**config.mk**
```make
export PLATFORM = sky130hd
export DESIGN_NAME = dmc_dma_unit
export DESIGN_NICKNAME = d
export VERILOG_FILES = /design/src/rtl/dmc_dma_unit.sv
export SDC_FILE = /design/constraint.sdc
export NUM_CORES = 1
export LEC_CHECK = 0
export BUFFER_PORTS_ARGS = -buffer_cell sky130_fd_sc_hd__buf_2
export CAP_MARGIN = 20
export CORE_UTILIZATION = 36
export DETAILED_ROUTE_END_ITERATION = 8
export GPL_TIMING_DRIVEN = 1
export PLACE_DENSITY = 0.77
export SLEW_MARGIN = 20
export SYNTH_ARGS = -nofsm -noshare
export SYNTH_HDL_FRONTEND = slang
export SYNTH_SLANG_ARGS = --single-unit
```
**constraint.sdc**
```tcl
create_clock -name clk -period 1.88 [get_ports clk]
set_input_delay 0.47 -clock clk [delete_from_list [all_inputs] [get_ports clk]]
set_output_delay 0.47 -clock clk [all_outputs]
set_load 0.005 [all_outputs]
```
**src/rtl/dmc_dma_unit.sv**
```systemverilog
`default_nettype none
// ============================================================================
// Module  : dmc_dma_unit
// Brief   : DMC sample-fetch responder: halts the CPU, does one bus read,
//           returns the byte with a one-clock completion strobe.
// Revision: 1.0 - initial release
// ============================================================================
module dmc_dma_unit #(
    parameter bit ALIGN_EN = 1'b1
) (
    input  logic        clk,
    input  logic        reset,
    input  logic        cpu_en,
    input  logic        cpu_read,
    input  logic        get_cycle,
    input  logic        dma_read,
    input  logic [15:0] dma_addr,
    output logic [7:0]  dma_rdata,
    output logic        dma_done,
    output logic        rdy,
    output logic        bus_read,
    output logic [15:0] bus_addr,
    input  logic [7:0]  bus_rdata,
    output logic        busy
);

    typedef enum logic [2:0] {
        IDLE  = 3'd0,
        HALT  = 3'd1,
        DUMMY = 3'd2,
        ALIGN = 3'd3,
        GET   = 3'd4
    } state_t;

    state_t state;
    state_t state_next;
    logic   fetch_now;

    always_ff @(posedge clk or posedge reset) begin
        if (reset) begin
            state <= IDLE;
        end else if (cpu_en) begin
            state <= state_next;
        end
    end

    // A request drop is honoured only before the halt has committed to the read.
    always_comb begin
        state_next = state;
        case (state)
            IDLE: begin
                if (dma_read) begin
                    state_next = HALT;
                end
            end
            HALT: begin
                if (!dma_read) begin
                    state_next = IDLE;
                end else if (cpu_read) begin
                    state_next = DUMMY;
                end
            end
            DUMMY: begin
                if (!dma_read) begin
                    state_next = IDLE;
                end else if (ALIGN_EN && !get_cycle) begin
                    state_next = ALIGN;
                end else begin
                    state_next = GET;
                end
            end
            ALIGN:   state_next = GET;
            GET:     state_next = IDLE;
            default: state_next = IDLE;
        endcase
    end

    assign fetch_now = cpu_en && (state == GET);

    // dma_done is a single-clock strobe: it clears on the following edge even if cpu_en is low.
    always_ff @(posedge clk or posedge reset) begin
        if (reset) begin
            dma_done  <= 1'b0;
            dma_rdata <= 8'h00;
        end else begin
            dma_done <= fetch_now;
            if (fetch_now) begin
                dma_rdata <= bus_rdata;
            end
        end
    end

    assign rdy      = (state == IDLE);
    assign busy     = ~rdy;
    assign bus_read = (state == GET);
    assign bus_addr = bus_read ? dma_addr : 16'h0000;

endmodule
`default_nettype wire

```
==> key figures <==
Drt
  – DR pass1 iterations: 4
  – Avg Vias per Cell: 4.51
  – Initial drt markers: 4
  – Antenna-violating nets left: 0
  – Routed wire length: 1570 um
  – Drt wl/cell: 10.9 um
  – DRC: 0
  – Routed via count: 645

Global routing
  – Initial antenna violation count: 0
  – GRT Overall Usage: 15.9%
  – First-pass GRT wire length: 2280 um
  – Remaining Overflow, GRT: 0
  – Vias in the first global route: 557
  – Largest net degree at the start of global routing: 13

Worst setup path
  – Critical path arrival: 1310 ps
  – Crit path largest cell delay: 430 ps
  – Setup crit start kind: register
  – RR Endpoint: dma_rdata[0]
  – Critical Path Slowest Stage Cell: dfrtp_2
  – Worst r2r src: state[1]
  – Worst Path Required: 1410 ps
  – Crit-path cells: nor3b_4 > buf_4 > and2_1 > buf_2
  – Worst r2r path cells: 4
  – WS Path Type: register to output pin
  – CP endpoint kind: output pin
  – Worst R2R Setup Slack: 410 ps
  – Worst-path maximum fanout: 10

Cells and area
  – Area Growth Syn to Fin: 52.1%
  – Nets@finish: 150
  – Post-layout util: 58.6%
  – Layout cells sized above 1: 64.4%
  – Ant. Diodes: 0
  – Finished Layout Cells: 143
  – Most frequent cells in the layout: 57 x buf_2, 16 x and2_1, 10 x dfrtp_1
  – Commonest non-fill, non-tap cell in the layout: buf_2

Logic synthesis
  – Post-Syn Area: 666 um^2
  – Syn_area_per_cell: 11.9 um^2
  – Top cell type's share of synthesized area: 45.1%
  – Cells after Synth: 56
  – Yosys cell types: 18
  – Largest area contributor in the netlist: dfrtp_1
  – Post-synthesis net count: 86
  – Synth warn: 0
  – Number of synthesized register bits: 12
  – Seq/Total Area, Yosys: 45.1%
  – Ranking of synthesized cells by area: dfrtp_1 45%, mux2_4 18%, and2_1 15%, buf_12 3.0%, nor3b_4 2.8%

Timing
  – Setup-failing EPs final: 0
  – Setup TNS: 0 ps
  – Tmin final: 1780 ps
  – Worst hold slack: 171 ps
  – Final hold violations: 0
  – Final worst-path cycle share: 94.8%
  – Slew Viols, Final: 0
  – Fmax: 0.561 GHz
  – Setup Skew: 4.49 ps
  – Slew HR: 72.1%
  – Worst Tran Pin Value: 418 ps
  – RSZ-0062 raised after global routing: false

Clocking
  – Cts bufs inserted: 3
  – CTS clk-pin slew, worst paths: 70 ps
  – Max Root-Sink Buffers: 2
  – Clock Latency Late Sink: 280 ps
  – Clock Sinks: 12
  – CTS tree: yes
  – Hold Buf Count CTS: 0
  – # H-tree levels: 1
  – Root Driver: clkbuf_4

Min path
  – HP Class: input pin to async pin

Die
  – Initial Utilization: 38.6%
  – Cell Rows: 15
  – Die Wd: 45 um
  – Die Span Y: 45 um
  – Top-Level Pins: 58
  – Core area: 1730 um^2
  – Die outline area: 2030 um^2

Power and ir drop
  – Max VDD drop: 0.648 mV
  – Leak pwr: 0.603 nW
  – Design Power: 0.872 mW
  – PwrDens: 862 nW/um^2

Place
  – Gpl congestion: 0.746
  – Dpl cells: 136
  – DPL Wire Length: 1250 um
  – IO Port Bufs: 57

Outcome
  – Status: completed

Flow run
  – Max cap viols: 0
## cell families after synthesis
kind of cell	count (synthesis)	share of synthesized area, %
buf+inv	5	5.45
mux	8	18.0
simple gates	24	24.1
flops	12	45.1
compound gates	7	7.33
## sequential cells by signal (all words and copies together) (netlist names)
signal     flops
dma_rdata      8
state          3
dma_done       1
## power breakdown
group | switching (mW) | leakage [nW] | internal (mW)
combinational | 0.108 | 0.437 | 0.211
sequential | 0.0523 | 0.152 | 0.343
clock | 0.0834 | 0.0138 | 0.0744
## worst max-delay path: cells and delay by family (launching register included)
family	cells	cell delay, ps
buf+inv	2	280
simple gates	2	330
flops	1	430
## what timing repair did
| item | 4_1_cts | 5_1_grt |
|---|---|---|
| pin swaps | 1 | 0 |
| buffers inserted | 2 | 2 |
| setup endpoints to repair | 17 | 16 |
| resized for setup | 0 | 2 |
## per-layer routing
layer  routed length (um)  global-route usage, %  vias up
met1                  630                   19.8      289
met4                   23                   5.45        0
met2                  751                   26.1       39
li1                     -                      -      313
met3                  160                   4.80        4
met5                    0                      0        -
## stage by stage
step | worst slack, ps | cell area, um^2
final | 97.9 | 1010
after detailed placement | 173 | 957
after global placement | 206 | 957
after floorplan | 347 | 666
after global routing | 5.87 | 1010
after CTS | 25.4 | 995
## synthesized netlist by cell type, drive strengths merged
master  number
a21o         2
o22ai        1
dfrtp       12
nor3b        1
nand2        1
nand3        1
a21oi        1
mux2         8
o31ai        2
and2        17
a211oi       1
nor3         2
inv          3
nand2b       1
nand3b       1
buf          2
## how the worst max path moves through the flow
| stage | startpoint | end | slack [ps] |
|---|---|---|---|
| floorplan | state[0] | bus_addr[10] | 350 |
| global placement | state[0] | bus_addr[12] | 210 |
| detailed placement | state[0] | dma_rdata[0] | 170 |
| CTS | state[1] | bus_addr[12] | 30 |
| global route | state[0] | bus_addr[14] | 6 |
| finish | state[1] | bus_addr[12] | 100 |
## area by class of cell
type | instances | area [um^2]
Clock buffer | 3 | 22.5
Fill cell | 163 | 714
Inverter | 3 | 11.3
Multi-Input combinational cell | 39 | 329
Sequential cell | 12 | 303
Tap cell | 25 | 31.3
Timing Repair Buffer | 61 | 315
Note: power is estimated with default switching activity, not from simulation.
